===== config.mk =====
export PLATFORM = sky130hd
export DESIGN_NAME = matrix_dma_master
export DESIGN_NICKNAME = d
export VERILOG_FILES = /design/src/rtl/matrix_dma_master.sv
export SDC_FILE = /design/constraint.sdc
export NUM_CORES = 1
export LEC_CHECK = 0
export CELL_PAD_IN_SITES_DETAIL_PLACEMENT = 1
export CELL_PAD_IN_SITES_GLOBAL_PLACEMENT = 2
export CORE_ASPECT_RATIO = 1.4
export CORE_MARGIN = 3
export CORE_UTILIZATION = 29
export CTS_CLUSTER_DIAMETER = 150
export CTS_CLUSTER_SIZE = 14
export DETAILED_ROUTE_END_ITERATION = 8
export GPL_ROUTABILITY_DRIVEN = 0
export PLACE_DENSITY_LB_ADDON = 0.08
export SYNTH_ARGS = -nofsm -noshare
export SYNTH_HDL_FRONTEND = slang
export SYNTH_SLANG_ARGS = --single-unit

===== constraint.sdc =====
create_clock -name clk -period 8.4 [get_ports clk]
set_input_delay 1.68 -clock clk [delete_from_list [all_inputs] [get_ports clk]]
set_output_delay 1.68 -clock clk [all_outputs]
set_load 0.02 [all_outputs]

===== src/rtl/matrix_dma_master.sv =====
// matrix_dma_master: bus-initiator that copies A/B into the accelerator,
// runs it, polls STATUS and copies C back to RAM; done pulses at job end.
// Ports: clk, rst_n (sync, active-low), start, src_a_addr, src_b_addr,
//   dst_c_addr, busy, done, error, mem_valid/ready/addr/wdata/wstrb/rdata.
// Optional: MDMA_TIMEOUT_EN bounds POLL to TIMEOUT_CYCLES and sets error.
module matrix_dma_master #(
  parameter int unsigned M              = 4,
  parameter int unsigned N              = 4,
  parameter int unsigned P              = 4,
  parameter logic [31:0] ACCEL_BASE     = 32'h1000_0000,
  parameter int unsigned TIMEOUT_CYCLES = 4096
) (
  input  logic        clk,
  input  logic        rst_n,
  input  logic        start,
  input  logic [31:0] src_a_addr,
  input  logic [31:0] src_b_addr,
  input  logic [31:0] dst_c_addr,
  output logic        busy,
  output logic        done,
  output logic        error,
  output logic        mem_valid,
  input  logic        mem_ready,
  output logic [31:0] mem_addr,
  output logic [31:0] mem_wdata,
  output logic [3:0]  mem_wstrb,
  input  logic [31:0] mem_rdata
);

  localparam int unsigned NA = M * N;
  localparam int unsigned NB = N * P;
  localparam int unsigned NC = M * P;
  localparam int unsigned NAB = (NA > NB) ? NA : NB;
  localparam int unsigned NMAX = (NAB > NC) ? NAB : NC;
  localparam int unsigned IW = $clog2(NMAX) + 1;
  localparam int unsigned TW = $clog2(TIMEOUT_CYCLES + 1);

  localparam logic [31:0] ACC = {ACCEL_BASE[31:2], 2'b00};
  localparam logic [31:0] B_OFF = 32'h0000_0040;
  localparam logic [31:0] C_OFF = 32'h0000_0080;
  localparam logic [31:0] CTRL_OFF = 32'h0000_0100;
  localparam logic [31:0] STAT_OFF = 32'h0000_0104;

  typedef enum logic [3:0] {
    S_IDLE,
    S_RD_A,
    S_WR_A,
    S_RD_B,
    S_WR_B,
    S_ACC_RST,
    S_ACC_GO,
    S_POLL,
    S_RD_C,
    S_WR_C,
    S_DONE
  } state_t;

  state_t        state_q, state_d;
  logic [IW-1:0] idx_q, idx_d;
  logic [31:0]   a_base_q, b_base_q, c_base_q;
  logic [31:0]   data_q;
  logic [TW-1:0] poll_q;
  logic [31:0]   off;
  logic          accept;
  logic          cap;
  logic          last_a, last_b, last_c;

  assign off    = 32'(idx_q) << 2;
  assign last_a = (idx_q == IW'(NA - 1));
  assign last_b = (idx_q == IW'(NB - 1));
  assign last_c = (idx_q == IW'(NC - 1));

`ifdef MDMA_TIMEOUT_EN
  logic set_err;
  logic error_q;
  logic tmo_hit;

  assign tmo_hit = (poll_q >= TW'(TIMEOUT_CYCLES - 1));
`endif

  always_comb begin
    state_d   = state_q;
    idx_d     = idx_q;
    mem_valid = 1'b0;
    mem_addr  = 32'h0;
    mem_wdata = 32'h0;
    mem_wstrb = 4'h0;
    accept    = 1'b0;
    cap       = 1'b0;
`ifdef MDMA_TIMEOUT_EN
    set_err   = 1'b0;
`endif
    unique case (state_q)
      S_IDLE: begin
        if (start) begin
          accept  = 1'b1;
          idx_d   = '0;
          state_d = S_RD_A;
        end
      end
      S_RD_A: begin
        mem_valid = 1'b1;
        mem_addr  = a_base_q + off;
        if (mem_ready) begin
          cap     = 1'b1;
          state_d = S_WR_A;
        end
      end
      S_WR_A: begin
        mem_valid = 1'b1;
        mem_addr  = ACC + off;
        mem_wdata = data_q;
        mem_wstrb = 4'hF;
        if (mem_ready) begin
          if (last_a) begin
            idx_d   = '0;
            state_d = S_RD_B;
          end else begin
            idx_d   = idx_q + IW'(1);
            state_d = S_RD_A;
          end
        end
      end
      S_RD_B: begin
        mem_valid = 1'b1;
        mem_addr  = b_base_q + off;
        if (mem_ready) begin
          cap     = 1'b1;
          state_d = S_WR_B;
        end
      end
      S_WR_B: begin
        mem_valid = 1'b1;
        mem_addr  = ACC + B_OFF + off;
        mem_wdata = data_q;
        mem_wstrb = 4'hF;
        if (mem_ready) begin
          if (last_b) begin
            idx_d   = '0;
            state_d = S_ACC_RST;
          end else begin
            idx_d   = idx_q + IW'(1);
            state_d = S_RD_B;
          end
        end
      end
      S_ACC_RST: begin
        // clears a done flag left over from a previous run
        mem_valid = 1'b1;
        mem_addr  = ACC + CTRL_OFF;
        mem_wdata = 32'h2;
        mem_wstrb = 4'hF;
        if (mem_ready) state_d = S_ACC_GO;
      end
      S_ACC_GO: begin
        mem_valid = 1'b1;
        mem_addr  = ACC + CTRL_OFF;
        mem_wdata = 32'h1;
        mem_wstrb = 4'hF;
        if (mem_ready) state_d = S_POLL;
      end
      S_POLL: begin
        mem_valid = 1'b1;
        mem_addr  = ACC + STAT_OFF;
        if (mem_ready) begin
          if (mem_rdata[1]) begin
            idx_d   = '0;
            state_d = S_RD_C;
          end
`ifdef MDMA_TIMEOUT_EN
          else if (tmo_hit) begin
            set_err = 1'b1;
            state_d = S_DONE;
          end
`endif
        end
      end
      S_RD_C: begin
        mem_valid = 1'b1;
        mem_addr  = ACC + C_OFF + off;
        if (mem_ready) begin
          cap     = 1'b1;
          state_d = S_WR_C;
        end
      end
      S_WR_C: begin
        mem_valid = 1'b1;
        mem_addr  = c_base_q + off;
        mem_wdata = data_q;
        mem_wstrb = 4'hF;
        if (mem_ready) begin
          if (last_c) begin
            idx_d   = '0;
            state_d = S_DONE;
          end else begin
            idx_d   = idx_q + IW'(1);
            state_d = S_RD_C;
          end
        end
      end
      S_DONE: begin
        state_d = S_IDLE;
      end
      default: begin
        state_d = S_IDLE;
      end
    endcase
  end

  always_ff @(posedge clk) begin
    if (!rst_n) begin
      state_q  <= S_IDLE;
      idx_q    <= '0;
      a_base_q <= 32'h0;
      b_base_q <= 32'h0;
      c_base_q <= 32'h0;
      data_q   <= 32'h0;
    end else begin
      state_q <= state_d;
      idx_q   <= idx_d;
      if (accept) begin
        a_base_q <= {src_a_addr[31:2], 2'b00};
        b_base_q <= {src_b_addr[31:2], 2'b00};
        c_base_q <= {dst_c_addr[31:2], 2'b00};
      end
      // registered so the next write never sees rdata combinationally
      if (cap) data_q <= mem_rdata;
    end
  end

  // counts cycles spent in POLL; zero on the entry cycle, saturating
  always_ff @(posedge clk) begin
    if (!rst_n) begin
      poll_q <= '0;
    end else if (state_q != S_POLL) begin
      poll_q <= '0;
    end else if (poll_q != TW'(TIMEOUT_CYCLES)) begin
      poll_q <= poll_q + TW'(1);
    end
  end

`ifdef MDMA_TIMEOUT_EN
  always_ff @(posedge clk) begin
    if (!rst_n) begin
      error_q <= 1'b0;
    end else if (accept) begin
      error_q <= 1'b0;
    end else if (set_err) begin
      error_q <= 1'b1;
    end
  end

  assign error = error_q;
`else
  assign error = 1'b0;
`endif

  assign busy = (state_q != S_IDLE);
  assign done = (state_q == S_DONE);

endmodule


==> flow_summary.ini <==
[layout]
nFillCells = 2998
layout_commonest_cell = nand2_1
multiInputGateArea_sq_um = 4350
antenna_cells = 0
finalNetCount = 1271
synthToLayoutAreaGrowth_pct = 36.8
layout.area.seq_sq_um = 2620
stdcell_area_sq_um = 10000
layout_common_cells = nand2_1 (292), clkdlybuf4s50_1 (193), dfxtp_1 (131)
drive_above_1_share_pct = 5.86

[pwr]
power_density_nw_per_um2 = 201
intPower_w = 0.00134
p_sw_share_pct = 33.6
p_comb_share_pct = 26.8
p_switching_w = 0.000680
seqPwrFrac_pct = 36.3
power_frac_clock_pct = 37.0
p_leak_nw = 3.50
vdd_drop_max_mv = 0.144

[floorplanning]
io_pins = 204
die_y_um = 194
fp.dieW_um = 140
initial_core_util_pct = 29.6
dieArea_sq_um = 27300
num_rows = 68
core_sq_um = 24800

[yosys]
netlist-cell-type-count = 74
synth_edf_count = 0
synth_top_cell_by_area = dfxtp_1
synth_ff_type = dfxtp_1
synth_top_area_share_pct = 35.8
synth_area_sq_um = 7330
ys.warnings.count = 0
synth_area_leaders = dfxtp_1 (36%), nand2_1 (15%), a21boi_0 (13%)
synth_seq_cells = 131
ys_seq_area_share_pct = 35.8
syn_inst = 978
synthArstFlopShare_pct = 0
syn_avg_cell_area_sq_um = 7.50

[critical_path]
arrival_ps = 5530
r2r_cells = 6
crit_path_start_kind = register
crit_path_end_kind = output port
cp.required_ps = 6720
critPathKind = reg -> out
cp_max_fo = 23

[detailed_routing]
first_pass_iters = 5
drc = 0
wl_um = 25900
antenna_left = 0
vias = 7276
drtIter0Drc = 315
wl_per_cell_um = 17.8
viasPerCell = 4.99

[clock_network]
insertion_delay_ps = 440
post_cts_buffers = 0
cts_resized = 0
numCtsBuffers = 17
ctsHoldBuffers = 0
clock-sinks = 131
cts.path.max_buffers = 2
cts-root-buf = clkbuf_16
htreeDepth = 4
path_clk_slew_ps = 60
cts_tree = built

[sta]
period_share_pct = 85.8
fmax_ghz = 0.139
period_needed_ps = 7210
slew_viol_final = 0
setup_violations = 0
hold_viol = 0
worst_pin_slew_ps = 993
slew_headroom_pct = 33.8
tns_ps = 0
rsz0062_at_grt = no
finClkSkew_ps = 6.65

[placement]
port-buffer-count = 194
dp_hpwl_um = 18600
place_area_sq_um = 9450

[grt]
grt_pass1_vias = 7637
antenna_found_initial = 1
grt_usage_pct = 19.2
gr-total-overflow = 0
grt_pass1_wl_um = 41700
grt_max_degree = 91

[run_status]
outcome = finished, final reports clean

[worst_hold_path]
hold_depth = 2
hold_path_class = reg -> reg

[job]
maxCapViolCount = 0
[worst max-delay path: stages, from the launching register on]
cell             delay [ps]
dfxtp_1                 780
and4bb_2                330
nor2_2                  220
buf_4                   240
nand2_1                  70
nand2_1                  60
ha_1                    160
inv_1                    60
fa_1                    370
nor2b_1                 160
o21ai_0                 120
a21boi_0                450
o2111ai_1               430
nor4_1                  700
mux2i_1                 250
nand2_1                 110
clkdlybuf4s50_1         560
[state kept, by name (all words and copies together), names as in the netlist]
| name | flops |
|---|---|
| a_base_q | 30 |
| state_q | 4 |
| idx_q | 5 |
| b_base_q | 30 |
| data_q | 32 |
| c_base_q | 30 |
[power by group through the flow]
stage	Combinational (W)	Clock, W	Sequential [W]
2_1_floorplan	0.000347	0	0.000726
3_3_place_gp	0.000547	0	0.000745
3_5_place_dp	0.000552	0	0.000746
4_1_cts	0.000554	0.000772	0.000733
5_1_grt	0.000607	0.000798	0.000741
6_report	0.000541	0.000747	0.000732
[cells in the mapped netlist, types with 7 or more instances]
cell type    n
a21boi_0   124
a21o_1       7
a21oi_1     34
a22oi_1     14
buf_2        8
buf_4       11
clkbuf_1    51
dfxtp_1    131
inv_1        9
nand2_1    293
nand3_1     22
nand3b_1     9
nor2_1      35
nor2b_1     36
nor3_1       9
o21ai_0     22
o22ai_1     13
or3_1       11
xor2_1      10
[cells by family (layout without fill, tap and decap cells)]
logic type	count (synthesis)	count (layout)	share of synthesized area, %
AO/OA/AOI/OAI	263	263	25.3
flip-flops	131	131	35.8
multiplexers	6	6	0.836
AND/OR/NAND/NOR	468	468	29.5
other	1	3	0.0511
buffers and inverters	85	249	5.15
adder cells (fa/ha/maj)	8	8	1.43
XOR/XNOR	16	16	1.91
[area by class of cell]
cell class | count | area share (%)
Clock inverter | 14 | 1.55
Inverter | 10 | 0.374
Clock buffer | 17 | 4.24
Multi-Input combinational cell | 764 | 43.4
Sequential cell | 131 | 26.1
Tap cell | 315 | 3.93
Timing Repair Buffer | 208 | 20.4
[final timing paths]
path,startpoint,endpoint,slack (ps)
max,state_q[1],mem_addr[28],1190
min,data_q[10],data_q[10],460
max reg2reg,state_q[0],b_base_q[27],5510
min reg2reg,data_q[10],data_q[10],460
[stage by stage]
stage	std cells	power, W	util, %	worst slack, ps	hold slack [ps]
5_1_grt	1459	0.00215	40.5	726	482
6_report	1459	0.00202	40.5	1190	459
2_1_floorplan	980	0.00107	-	2890	438
4_1_cts	1459	0.00206	40.5	1150	463
3_5_place_dp	1428	0.00130	38.2	1650	453
3_3_place_gp	1428	0.00129	38.2	1730	446
[routing by layer]
metal	part of all wire, %	up-vias	global-route usage (%)
met2	52	157	35.0
met4	1.5	2	4.85
met5	0.035	-	0
met1	42	3435	22.2
met3	4.7	25	4.64
li1	-	3657	-
No activity file was read; power rests on OpenSTA's default activity.
